--- config.mk ---
export PLATFORM = sky130hd
export DESIGN_NAME = jtag_az_monitor
export DESIGN_NICKNAME = d
export VERILOG_FILES = /design/src/rtl/jtag_az_monitor.sv
export SDC_FILE = /design/constraint.sdc
export NUM_CORES = 1
export LEC_CHECK = 0
export CORE_MARGIN = 2
export CORE_UTILIZATION = 43
export DETAILED_ROUTE_END_ITERATION = 8
export HOLD_SLACK_MARGIN = 0.15
export PLACE_DENSITY_LB_ADDON = 0.12
export RECOVER_POWER = 25
export SLEW_MARGIN = 20
export SYNTH_ARGS = -nofsm -noshare
export SYNTH_HDL_FRONTEND = slang
export SYNTH_SLANG_ARGS = --single-unit
--- constraint.sdc ---
create_clock -name TCK -period 13.9 [get_ports TCK]
set_input_delay 2.78 -clock TCK [delete_from_list [all_inputs] [get_ports TCK]]
set_output_delay 2.78 -clock TCK [all_outputs]
set_load 0.1 [all_outputs]
--- src/rtl/jtag_az_monitor.sv ---
// PHI_AZ waveform monitor: measures high/low phase widths on TCK and checks them against NHIGH/NLOW.
// Optional JTAG_AZ_MON_STUCK_EN: flag and abort a period whose phase counter saturates.
module jtag_az_monitor #(
  parameter int unsigned SYNC_STAGES = 2
) (
  input  logic        TCK,
  input  logic        RESET,
  input  logic        PHI_AZ_IN,
  input  logic        ARM,
  input  logic        CLEAR,
  input  logic [7:0]  NHIGH,
  input  logic [13:0] NLOW,
  input  logic [3:0]  TOL,
  output logic [7:0]  MEAS_HIGH,
  output logic [13:0] MEAS_LOW,
  output logic        MEAS_VALID,
  output logic [15:0] PERIOD_COUNT,
  output logic        ERR_HIGH,
  output logic        ERR_LOW,
  output logic        LOCKED,
  output logic        STUCK
);

  typedef enum logic [1:0] {StIdle, StWaitRise, StMeasHi, StMeasLo} state_e;

  localparam logic [13:0] CntMax = 14'h3fff;

  function automatic logic [14:0] abs_diff(input logic [14:0] a, input logic [14:0] b);
    return (a >= b) ? (a - b) : (b - a);
  endfunction

  state_e                 state_q, state_d;
  logic [SYNC_STAGES-1:0] sync_q;
  logic                   hist_q;
  logic [13:0]            cnt_q, cnt_d;
  logic [7:0]             meas_high_q, meas_high_d;
  logic [13:0]            meas_low_q, meas_low_d;
  logic                   meas_valid_q, meas_valid_d;
  logic [15:0]            period_q, period_d;
  logic                   err_high_q, err_high_d;
  logic                   err_low_q, err_low_d;
  logic                   stuck_q, stuck_d;
  logic [1:0]             good_q, good_d;
  logic                   per_bad_q, per_bad_d;

  logic       sync_lvl, edge_det, rise, fall;
  logic       cnt_sat, stuck_hit;
  logic [7:0] hi_meas;
  logic       hi_bad, lo_bad;
  logic       hi_check, lo_check, stuck_evt;

  assign sync_lvl = sync_q[SYNC_STAGES-1];
  assign edge_det = sync_lvl ^ hist_q;
  assign rise     = edge_det & sync_lvl;
  assign fall     = edge_det & ~sync_lvl;
  assign cnt_sat  = (cnt_q == CntMax);

`ifdef JTAG_AZ_MON_STUCK_EN
  assign stuck_hit = cnt_sat;
`else
  assign stuck_hit = 1'b0;
`endif

  assign hi_meas = (cnt_q > 14'd255) ? 8'hff : cnt_q[7:0];
  assign hi_bad  = abs_diff({7'b0, hi_meas}, {7'b0, NHIGH}) > {11'b0, TOL};
  assign lo_bad  = abs_diff({1'b0, cnt_q}, {1'b0, NLOW}) > {11'b0, TOL};

  always_comb begin
    state_d   = state_q;
    hi_check  = 1'b0;
    lo_check  = 1'b0;
    stuck_evt = 1'b0;
    if (!ARM) begin
      state_d = StIdle;
    end else begin
      unique case (state_q)
        StIdle:     state_d = StWaitRise;
        StWaitRise: if (rise) state_d = StMeasHi;
        StMeasHi: begin
          if (fall) begin
            hi_check = 1'b1;
            state_d  = StMeasLo;
          end else if (stuck_hit) begin
            stuck_evt = 1'b1;
            state_d   = StWaitRise;
          end
        end
        StMeasLo: begin
          if (rise) begin
            lo_check = 1'b1;
            state_d  = StMeasHi;
          end else if (stuck_hit) begin
            stuck_evt = 1'b1;
            state_d   = StWaitRise;
          end
        end
        default: state_d = StIdle;
      endcase
    end
  end

  always_comb begin
    cnt_d = cnt_q;
    if (state_q == StIdle || !ARM) begin
      cnt_d = '0;
    end else if (edge_det) begin
      cnt_d = 14'd1;
    end else if (!cnt_sat) begin
      cnt_d = cnt_q + 14'd1;
    end
  end

  // Clear is applied first so a same-cycle check or period event still lands.
  always_comb begin
    meas_high_d  = hi_check ? hi_meas : meas_high_q;
    meas_low_d   = lo_check ? cnt_q : meas_low_q;
    meas_valid_d = lo_check;
    err_high_d   = (CLEAR ? 1'b0 : err_high_q) | (hi_check & hi_bad);
    err_low_d    = (CLEAR ? 1'b0 : err_low_q) | (lo_check & lo_bad);
    stuck_d      = (CLEAR ? 1'b0 : stuck_q) | stuck_evt;
    per_bad_d    = hi_check ? hi_bad : per_bad_q;

    period_d = CLEAR ? 16'd0 : period_q;
    if (lo_check && period_d != 16'hffff) begin
      period_d = period_d + 16'd1;
    end

    good_d = CLEAR ? 2'd0 : good_q;
    if (!ARM || stuck_evt) begin
      good_d = 2'd0;
    end else if (hi_check && hi_bad) begin
      good_d = 2'd0;
    end else if (lo_check) begin
      if (lo_bad || per_bad_q) begin
        good_d = 2'd0;
      end else if (good_d != 2'd2) begin
        good_d = good_d + 2'd1;
      end
    end
  end

  always_ff @(posedge TCK) begin
    if (!RESET) begin
      state_q      <= StIdle;
      sync_q       <= '0;
      hist_q       <= 1'b0;
      cnt_q        <= '0;
      meas_high_q  <= '0;
      meas_low_q   <= '0;
      meas_valid_q <= 1'b0;
      period_q     <= '0;
      err_high_q   <= 1'b0;
      err_low_q    <= 1'b0;
      stuck_q      <= 1'b0;
      good_q       <= '0;
      per_bad_q    <= 1'b0;
    end else begin
      state_q      <= state_d;
      sync_q       <= {sync_q[SYNC_STAGES-2:0], PHI_AZ_IN};
      hist_q       <= sync_lvl;
      cnt_q        <= cnt_d;
      meas_high_q  <= meas_high_d;
      meas_low_q   <= meas_low_d;
      meas_valid_q <= meas_valid_d;
      period_q     <= period_d;
      err_high_q   <= err_high_d;
      err_low_q    <= err_low_d;
      stuck_q      <= stuck_d;
      good_q       <= good_d;
      per_bad_q    <= per_bad_d;
    end
  end

  assign MEAS_HIGH    = meas_high_q;
  assign MEAS_LOW     = meas_low_q;
  assign MEAS_VALID   = meas_valid_q;
  assign PERIOD_COUNT = period_q;
  assign ERR_HIGH     = err_high_q;
  assign ERR_LOW      = err_low_q;
  assign STUCK        = stuck_q;
  assign LOCKED       = (good_q == 2'd2);

endmodule

Yosys cells after proc, flatten, opt, wreduce, memory -nomap -nowiden --
Cells that the tools add are included.
Storage, ports and cells: register bits after elaboration 63, input bits 31, word-level logic and storage cells 79
Operators by class: add/subtract/negate cells 7, $lt $le $gt $ge 5, eq/ne operators 10, multiplexer cells 22, bitwise logic cells 10, reductions and logical operators 12
Operator list (count):
- 16-bit two-way mux | 2
- 15-bit by 4-bit > comparator with 1-bit output | 2
- 15-bit two-way mux | 2
- 14-bit by 14-bit subtractor with 15-bit output | 2
- 8-bit by 8-bit subtractor with 9-bit output | 2
- 16-bit by 1-bit adder with 16-bit output, second input constant | 1
- 16-bit != test, second input constant | 1
- 14-bit by 1-bit adder with 14-bit output, second input constant | 1
- 14-bit == test, second input constant | 1
- 14-bit >= comparator | 1
- 14-bit by 8-bit > comparator with 1-bit output, second input constant | 1
- 2-bit two-way mux | 6
- 1-bit two-way mux | 10
- 8-bit >= comparator | 1
- 8-bit two-way mux | 1
- 2-bit == test, second input constant | 3
- 2-bit != test, second input constant | 3
- 2-bit one-hot mux with 3 select lines | 1
- 3-bit OR reduction | 2
- 1-bit AND | 4
- 2-bit AND reduction | 2
- 2-bit OR reduction | 2
- 1-bit NOT | 3
- 2-bit by 1-bit adder with 2-bit output, second input constant | 1
- other kinds (8) | 11

Depth between registers and ports, before layout --
Gate-level depths: netlist of the first run.
word-level depth 7, depth in mapped cells 24, depth with buffers taken out 21

Worst setup path after synthesis of the first run --
OpenSTA, ideal clock, no wires.
path type input port to flip-flop, start point input NLOW[12], end point register good_q[0], arrival 6.192 ns, data required time 13.814 ns, path slack 7.622 ns, stages on the path 17, cells stage by stage inv_1 -> ha_1 -> clkbuf_1 -> a21o_1 -> a21oi_1 -> nand4bb_1 -> o21ai_2 -> mux2_2 -> ha_1 -> nor2b_1 -> o211ai_1 -> a21oi_1 -> nor4_1 -> o2111ai_1 -> a211oi_2 -> nand4_1 -> a211oi_1
On the way: longest elaborated chain between the ends 6
RTL lines:
- from (decl) | line 12 | input logic [13:0] NLOW,
- 14-bit by 14-bit subtractor with 15-bit output / 14-bit >= comparator (equally long branches) | line 29 | return (a >= b) ? (a - b) : (b - a);
- 15-bit two-way mux (*) | line 29
- 15-bit by 4-bit > comparator with 1-bit output (*) | line 66 | assign lo_bad = abs_diff({1'b0, cnt_q}, {1'b0, NLOW}) > {11'b0, TOL};
- 1-bit logical OR (*) | line 134 | if (lo_bad || per_bad_q) begin
- 2-bit two-way mux (*) | line 134
- 2-bit two-way mux (*) | line 133 | end else if (lo_check) begin
- to (signal assigned) | line 169 | good_q <= good_d;
- to (decl) | line 43 | logic [1:0] good_q, good_d;
Mark *: on every way between the ends. The rest lies on a longest branch, timed or not. A chain may end at the register's enable or synchronous reset.

Final worst setup path of the first run --
start point input NLOW[7], end point register good_q[0]
Same word-level chain as after synthesis.

==> run summary, run 1 <==
## STA
• 40 — max-slew violation total from the final report
• 1.531 ns — measured slew at the worst slew-check pin
• 0 — number of hold violations in the final report
• 0.006133 ns — Setup Skew
• 7.284 ns — time the final worst path needs with I/O delays and setup
• no — RSZ-0062 raised after global routing
• -0.02043 — normalized max-slew margin
• 0.1373 GHz — timing-limited maximum frequency
• 0 ns — setup TNS
• 0 — count of endpoints failing setup in the final report
• 0.5240 — Final Cycle Share
• 0.4300 ns — final worst hold slack

## Worst setup path
• 14.12 ns — required arrival time at the worst endpoint
• NLOW[7] — Setup crit start
• ERR_HIGH$_SDFF_PN0_ — worst reg2reg endpoint
• 13 — largest driver fanout on the critical path
• 8.95 ns — Reg2Reg Setup Slack
• flip-flop — endpoint class of the critical path
• input pin — Setup crit start kind
• 20 — R2R cell count
• 7.50 ns — arrival time worst endpoint
• input pin to flip-flop — start-to-end type of the worst setup path
• cnt_q[10]$_SDFFE_PP0P_ — Worst R2R Start

## Floorplan
• 0.01191 mm^2 — core area
• 0.4376 — initial cell density of the core
• 114.1 um — Horiz. Die Dim
• 74 — num ports
• 40 — row count
• 0.01302 mm^2 — full die area
• 114.1 um — Die Height

## Route
• 4843 — total number of vias
• 5 — detailed-routing iteration count for the pre-antenna-repair pass
• 5.573 — Via-to-Cell Ratio
• 0 — DRC violations left
• 0 — DRT antenna net count
• 245 — initial DRC count
• 14130 um — Routed Wire Length
• 16.25 um — routed length per placed instance

## Logic synthesis
• sky130_fd_sc_hd__dfxtp_1 — leading register cell type out of synthesis
• 7.862 um^2 — Post-Syn Area per Cell
• 0 — Synth warnings
• 0 — async set-or-reset flop fraction in the synthesized netlist
• sky130_fd_sc_hd__dfxtp_1 (24%), sky130_fd_sc_hd__ha_1 (14%), sky130_fd_sc_hd__nand2_1 (4.9%), sky130_fd_sc_hd__inv_1 (4.8%), sky130_fd_sc_hd__xnor2_1 (3.7%) — ranking of synthesized cells by area
• 0 — number of synthesized flops with an enable pin
• 0.2324 — post-synthesis simple-gate area fraction
• simple AND/OR/NAND/NOR gates — largest family of logic cells by synthesized area
• 0.2165 — share of the synthesized area in compound gates (AO/OA/AOI/OAI)
• 756 — synthesized net count
• 0.1546 — Post-Synth Adder-Cell Area
• sky130_fd_sc_hd__dfxtp_1 — top cell type by total area after synthesis
• 0.005212 mm^2 — netlist area before placement
• sky130_fd_sc_hd__nand2_1 — leading cell type by number of instances after synthesis
• sky130_fd_sc_hd__nand2_1 (68), sky130_fd_sc_hd__inv_1 (67), sky130_fd_sc_hd__dfxtp_1 (63) — top cells by instance count after synthesis
• 0.2420 — share of the synthesized area in the top cell type
• 0.2420 — fraction of the yosys area taken by sequential cells
• 0.05041 — post-synthesis xor/xnor area fraction
• 63 — Seq cells post-synth
• 0.02640 — multiplexer share of the synthesized area
• 663 — Post-Syn Instances
• 75 — Yosys cell types

## Global routing
• 0 — initial antenna violation count
• 40 — pin count of the biggest net entering global routing
• 4710 — number of global-route vias before repair
• 0 — grt total ovfl
• 0.2245 — GRT Overall Usage
• 23550 um — wire length of the first global-routing pass

## Clocking
• 0.05 ns — clock-pin slew on the worst setup and hold paths
• sky130_fd_sc_hd__clkbuf_16 — clock tree root driver cell
• 0 — setup fix buffers added after clock tree synthesis
• 63 — CTS Sinks
• 3 — number of H-tree levels
• 0 — hold buffers post-CTS
• 0.32 ns — Skew-Pair Late Insertion Delay
• 0 — PostCTS Resize Cnt
• yes — clock tree from TritonCTS
• 9 — number of buffers created by CTS
• 2 — Max Buffers Root-to-Sink

## Flow run
• 1 — number of max-capacitance violations reported

## Power
• 0.0004874 W — power consumption
• 77.55 mW/mm^2 — power density over cell area
• 2.667 nW — standby leakage power
• 0.08103 mV — maximum VDD drop

## Cells and area
• 1169 — layout filler cell count
• 0 — # diodes
• 810 — layout net count
• 20.57% — Area growth syn-to-layout
• 0.05125 — fraction of layout cells with a size suffix above 1

## Worst hold path
• 1 — count of cells along the worst hold path
• sync_q[1]$_SDFF_PN0_ — Worst Hold Path EP
• sync_q[0]$_SDFF_PN0_ — startpoint of the tightest hold check path
• flip-flop to flip-flop — Tightest Hold Check Type

## Run status
• complete, but fails checks — status
• capacitance limit, slew limit — violations in the final reports

## Place
• 72 — count of buffers inserted at the top-level ports
• 0.9280 — weighted congestion reported at the end of routability-driven placement
• 10990 um — placed wire-length estimate

## where the power goes
group / leakage (nW) / internal [W] / switching (W) / total (W)
clock network: 0.148 / 0.000156 / 0.0000805 / 0.000237
registers: 0.508 / 0.000181 / 0.000000626 / 0.000182
logic: 2.01 / 0.0000299 / 0.0000387 / 0.0000687
## state kept, by name, indices dropped and copies added, names as in the netlist
signal and flops:
per_bad_q 1, sync_q 2, MEAS_VALID 1, ERR_LOW 1
PERIOD_COUNT 16, cnt_q 14, good_q 2, MEAS_HIGH 8
MEAS_LOW 14, ERR_HIGH 1, state_q 2, hist_q 1
## kinds of logic after synthesis
| kind of cell | count (synthesis) |
|---|---|
| flops | 63 |
| fa+ha+maj | 62 |
| simple gates | 236 |
| buf+inv | 97 |
| mux | 13 |
| xor+xnor | 30 |
| other cells | 1 |
| compound gates | 161 |
## how the worst max path moves through the flow
stage / slack [ns] / end / cells after the start
after floorplan: 7.62 / good_q[0]$_SDFF_PP0_ / 17
after global placement: 6.52 / good_q[0]$_SDFF_PP0_ / 18
after detailed placement: 6.35 / good_q[0]$_SDFF_PP0_ / 18
after CTS: 6.66 / good_q[0]$_SDFF_PP0_ / 18
after global routing: 6.18 / good_q[0]$_SDFF_PP0_ / 18
final: 6.62 / good_q[0]$_SDFF_PP0_ / 18
## layout make-up
type,instances,area (um^2),share of cell area
timing repair buffer,73,724.4,0.1153
inverter,67,251.5,0.04002
tap,147,183.9,0.02927
clock buffer,10,229.0,0.03643
sequential,63,1261,0.2007
multi-input combinational,503,3550,0.5648
clock inverter,6,85.08,0.01354
## cell usage in the layout (no fill, tap or decap), types with 9 or more instances in the layout
cell type                         instances
sky130_fd_sc_hd__nand4_1                 15
sky130_fd_sc_hd__a211oi_1                12
sky130_fd_sc_hd__a21o_1                   9
sky130_fd_sc_hd__o211a_1                 11
sky130_fd_sc_hd__nor2_1                  48
sky130_fd_sc_hd__a21oi_1                 36
sky130_fd_sc_hd__nand3_1                 16
sky130_fd_sc_hd__nor2b_1                 16
sky130_fd_sc_hd__mux2i_1                 10
sky130_fd_sc_hd__nor3_1                  11
sky130_fd_sc_hd__inv_1                   67
sky130_fd_sc_hd__clkdlybuf4s50_1         71
sky130_fd_sc_hd__nand2b_1                12
sky130_fd_sc_hd__clkbuf_16                9
sky130_fd_sc_hd__nand2_1                 68
sky130_fd_sc_hd__ha_1                    58
sky130_fd_sc_hd__and2_1                  14
sky130_fd_sc_hd__a21boi_0                18
sky130_fd_sc_hd__xnor2_1                 22
sky130_fd_sc_hd__dfxtp_1                 63
sky130_fd_sc_hd__o21ai_0                 27
## metal layers
metal	up-vias	GRT usage	share of wire
met5	-	0	0
met4	0	0.07154	0.017
met3	22	0.02965	0.035
met2	109	0.3802	0.48
met1	2301	0.2971	0.47
li1	2411	-	-
## critical path: stages
cell and delay [ns]:
sky130_fd_sc_hd__clkdlybuf4s50_1 0.52, sky130_fd_sc_hd__inv_1 0.06, sky130_fd_sc_hd__ha_1 0.52, sky130_fd_sc_hd__nand4_1 0.28
sky130_fd_sc_hd__or4_4 0.60, sky130_fd_sc_hd__o211ai_1 0.13, sky130_fd_sc_hd__o21ai_2 0.20, sky130_fd_sc_hd__a211oi_1 0.28
sky130_fd_sc_hd__a31oi_1 0.08, sky130_fd_sc_hd__xor2_1 0.17, sky130_fd_sc_hd__ha_1 0.30, sky130_fd_sc_hd__a21oi_1 0.15
sky130_fd_sc_hd__a21oi_1 0.13, sky130_fd_sc_hd__nor4_1 0.29, sky130_fd_sc_hd__o2111ai_1 0.19, sky130_fd_sc_hd__a211oi_2 0.38
sky130_fd_sc_hd__nand4_1 0.13, sky130_fd_sc_hd__a211oi_1 0.30
## metrics by stage
stage / util / cell area, um^2 / setup WS, ns / cells
final: 0.5276 / 6285 / 6.616 / 869
after detailed placement: 0.5016 / 5974 / 6.350 / 853
after CTS: 0.5279 / 6289 / 6.659 / 869
after floorplan: - / 5213 / 7.622 / 663
after global routing: 0.5276 / 6285 / 6.182 / 869
after global placement: 0.5016 / 5974 / 6.521 / 853
(Power assumes the default switching activity.)
==> inputs of run 2 (changes only) <==
clock period = 6.7 ns   (was 13.9 ns; I/O delays follow)
==> run summary, run 2 (synthesized netlist as in run 1, its figures left out) <==
## STA
• 0.006758 ns — Setup Skew, +0.0006247 ns
• 0.1710 GHz — timing-limited maximum frequency
• 0 — number of hold violations in the final report, unchanged
• 0 — count of endpoints failing setup in the final report, unchanged
• 0.00008497 — normalized max-slew margin, +0.02051
• 0 ns — setup TNS, unchanged
• 5.847 ns — time the final worst path needs with I/O delays and setup
• 1.500 ns — measured slew at the worst slew-check pin, -0.03077 ns
• 0.8727 — Final Cycle Share
• 0.4423 ns — final worst hold slack, +0.01231 ns
• no — RSZ-0062 raised after global routing
• 0 — max-slew violation total from the final report, -100%

## Place
• 0.9149 — weighted congestion reported at the end of routability-driven placement, -1.4%
• 72 — count of buffers inserted at the top-level ports, unchanged
• 10660 um — placed wire-length estimate, -3.0%

## Flow run
• 1 — number of max-capacitance violations reported, unchanged

## Power
• 2.665 nW — standby leakage power, about the same
• 0.1333 mV — maximum VDD drop, +65%
• 155.1 mW/mm^2 — power density over cell area, +100%

## Floorplan
• 114.1 um — Horiz. Die Dim, unchanged
• 0.4376 — initial cell density of the core, unchanged
• 0.01302 mm^2 — full die area, unchanged
• 74 — num ports, unchanged
• 0.01191 mm^2 — core area, unchanged
• 114.1 um — Die Height, unchanged
• 40 — row count, unchanged

## Worst setup path
• 19 — R2R cell count, -5.0%
• ERR_HIGH$_SDFF_PN0_ — worst reg2reg endpoint
• flip-flop — endpoint class of the critical path
• input pin — Setup crit start kind
• 6.93 ns — required arrival time at the worst endpoint, -7.19 ns
• 1.83 ns — Reg2Reg Setup Slack, -7.12 ns
• cnt_q[11]$_SDFFE_PP0P_ — Worst R2R Start
• 6.08 ns — arrival time worst endpoint, -1.42 ns
• 13 — largest driver fanout on the critical path, unchanged
• input pin to flip-flop — start-to-end type of the worst setup path

## Cells and area
• 1170 — layout filler cell count, +0.086%
• 0.001261 mm^2 — footprint of the flip-flops and latches, unchanged
• 811 — layout net count, +0.12%
• 0.003550 mm^2 — area used by multi-input combinational logic, unchanged
• 20.26% — Area growth syn-to-layout
• 0 — # diodes, unchanged
• 16 — max FFs per register, unchanged
• 0.5263 — final core occ, -0.001365
• 0.05256 — fraction of layout cells with a size suffix above 1, +0.001312
• sky130_fd_sc_hd__clkdlybuf4s50_1 — leading cell type in the layout, fill and taps excluded
• sky130_fd_sc_hd__clkdlybuf4s50_1 (71), sky130_fd_sc_hd__nand2_1 (68), sky130_fd_sc_hd__inv_1 (67) — most frequent cells in the layout

## Clocking
• 3 — number of H-tree levels, unchanged
• 0 — PostCTS Resize Cnt, unchanged
• sky130_fd_sc_hd__clkbuf_16 — clock tree root driver cell
• 9 — number of buffers created by CTS, unchanged
• 0.06 ns — clock-pin slew on the worst setup and hold paths, about the same
• 0 — setup fix buffers added after clock tree synthesis, unchanged
• 0 — hold buffers post-CTS, unchanged
• yes — clock tree from TritonCTS
• 0.33 ns — Skew-Pair Late Insertion Delay, about the same
• 63 — CTS Sinks, unchanged
• 2 — Max Buffers Root-to-Sink, unchanged

## Global routing
• 0.2185 — GRT Overall Usage, -0.005955
• 22960 um — wire length of the first global-routing pass, -2.5%
• 0 — initial antenna violation count, unchanged
• 40 — pin count of the biggest net entering global routing, unchanged
• 4640 — number of global-route vias before repair, -1.5%
• 0 — grt total ovfl, unchanged

## Run status
• complete, but fails checks — status
• capacitance limit — violations in the final reports

## Route
• 0 — DRT antenna net count, unchanged
• 4776 — total number of vias, -1.4%
• 316 — initial DRC count, +29%
• 0 — DRC violations left, unchanged
• 5.490 — Via-to-Cell Ratio, -1.5%
• 15.68 um — routed length per placed instance, -3.5%
• 4 — detailed-routing iteration count for the pre-antenna-repair pass, -1
• 13650 um — Routed Wire Length, -3.4%

## Worst hold path
• flip-flop to flip-flop — Tightest Hold Check Type
• 1 — count of cells along the worst hold path, unchanged
• sync_q[1]$_SDFF_PN0_ — Worst Hold Path EP
• sync_q[0]$_SDFF_PN0_ — startpoint of the tightest hold check path

## run 2: changes by cell type in the layout (fill, tap and decap cells not counted)
cell | previous run | this run
sky130_fd_sc_hd__clkinv_2 | 2 | 3
sky130_fd_sc_hd__and2_0 | 2 | 3
sky130_fd_sc_hd__clkinvlp_4 | 2 | 1
sky130_fd_sc_hd__clkinv_4 | 0 | 1
sky130_fd_sc_hd__buf_4 | 0 | 1
sky130_fd_sc_hd__and2_1 | 14 | 13
sky130_fd_sc_hd__bufinv_16 | 2 | 1
## run 2: how the worst max path moves through the flow
stage                        start                   end  slack (ns)
after floorplan           NLOW[12]  good_q[0]$_SDFF_PP0_        1.86
after global placement     NLOW[7]  good_q[0]$_SDFF_PP0_        0.77
after detailed placement   NLOW[7]  good_q[1]$_SDFF_PP0_        0.66
after CTS                  NLOW[7]  good_q[0]$_SDFF_PP0_        0.96
after global routing       NLOW[7]  good_q[0]$_SDFF_PP0_        0.52
final                      NLOW[7]  good_q[0]$_SDFF_PP0_        0.85
## run 2: report_power, final
part | switching [W] | total (W) | internal, W
clock network | 0.000167 | 0.000453 | 0.000286
registers | 0.00000133 | 0.000378 | 0.000376
logic | 0.0000796 | 0.000142 | 0.0000622
total | 0.000248 | 0.000972 | 0.000725
## run 2: area by class of cell
type / instances / share of cell area
clock buffers: 10 / 0.03653
clock inverters: 6 / 0.009780
inverters: 67 / 0.04012
multi-input cells: 503 / 0.5663
flip-flops and latches: 63 / 0.2012
well taps: 147 / 0.02934
repair buffers: 74 / 0.1168
## run 2: stage by stage
step / setup slack, ns / total power [W] / area [um^2] / cells
after detailed placement: 0.6562 / 0.0005254 / 5982 / 854
after floorplan: 1.862 / 0.0004806 / 5213 / 663
final: 0.8531 / 0.0009723 / 6269 / 870
after global routing: 0.5234 / 0.001023 / 6269 / 870
after CTS: 0.9628 / 0.0009852 / 6272 / 870
after global placement: 0.7652 / 0.0005264 / 5982 / 854
## run 2: routing by layer
| layer | vias to the layer above | routed length (um) | track usage |
|---|---|---|---|
| met5 | - | 0 | 0 |
| met4 | 0 | 372 | 0.09024 |
| met3 | 26 | 491 | 0.02806 |
| met2 | 112 | 6306 | 0.3567 |
| met1 | 2218 | 6474 | 0.2924 |
| li1 | 2420 | - | - |
## run 2: critical path, cell delays in order
cell and delay [ns]:
sky130_fd_sc_hd__clkdlybuf4s50_1 0.51, sky130_fd_sc_hd__inv_1 0.06, sky130_fd_sc_hd__ha_1 0.52, sky130_fd_sc_hd__nand4_1 0.30, sky130_fd_sc_hd__or4_4 0.61, sky130_fd_sc_hd__o211ai_1 0.13, sky130_fd_sc_hd__o21ai_2 0.20, sky130_fd_sc_hd__a211oi_1 0.26
sky130_fd_sc_hd__a31oi_1 0.08, sky130_fd_sc_hd__xor2_1 0.17, sky130_fd_sc_hd__ha_1 0.31, sky130_fd_sc_hd__a21oi_1 0.15, sky130_fd_sc_hd__a21oi_1 0.14, sky130_fd_sc_hd__nor4_1 0.30, sky130_fd_sc_hd__o2111ai_1 0.18, sky130_fd_sc_hd__a211oi_2 0.41
sky130_fd_sc_hd__nand4_1 0.15, sky130_fd_sc_hd__a211oi_1 0.26
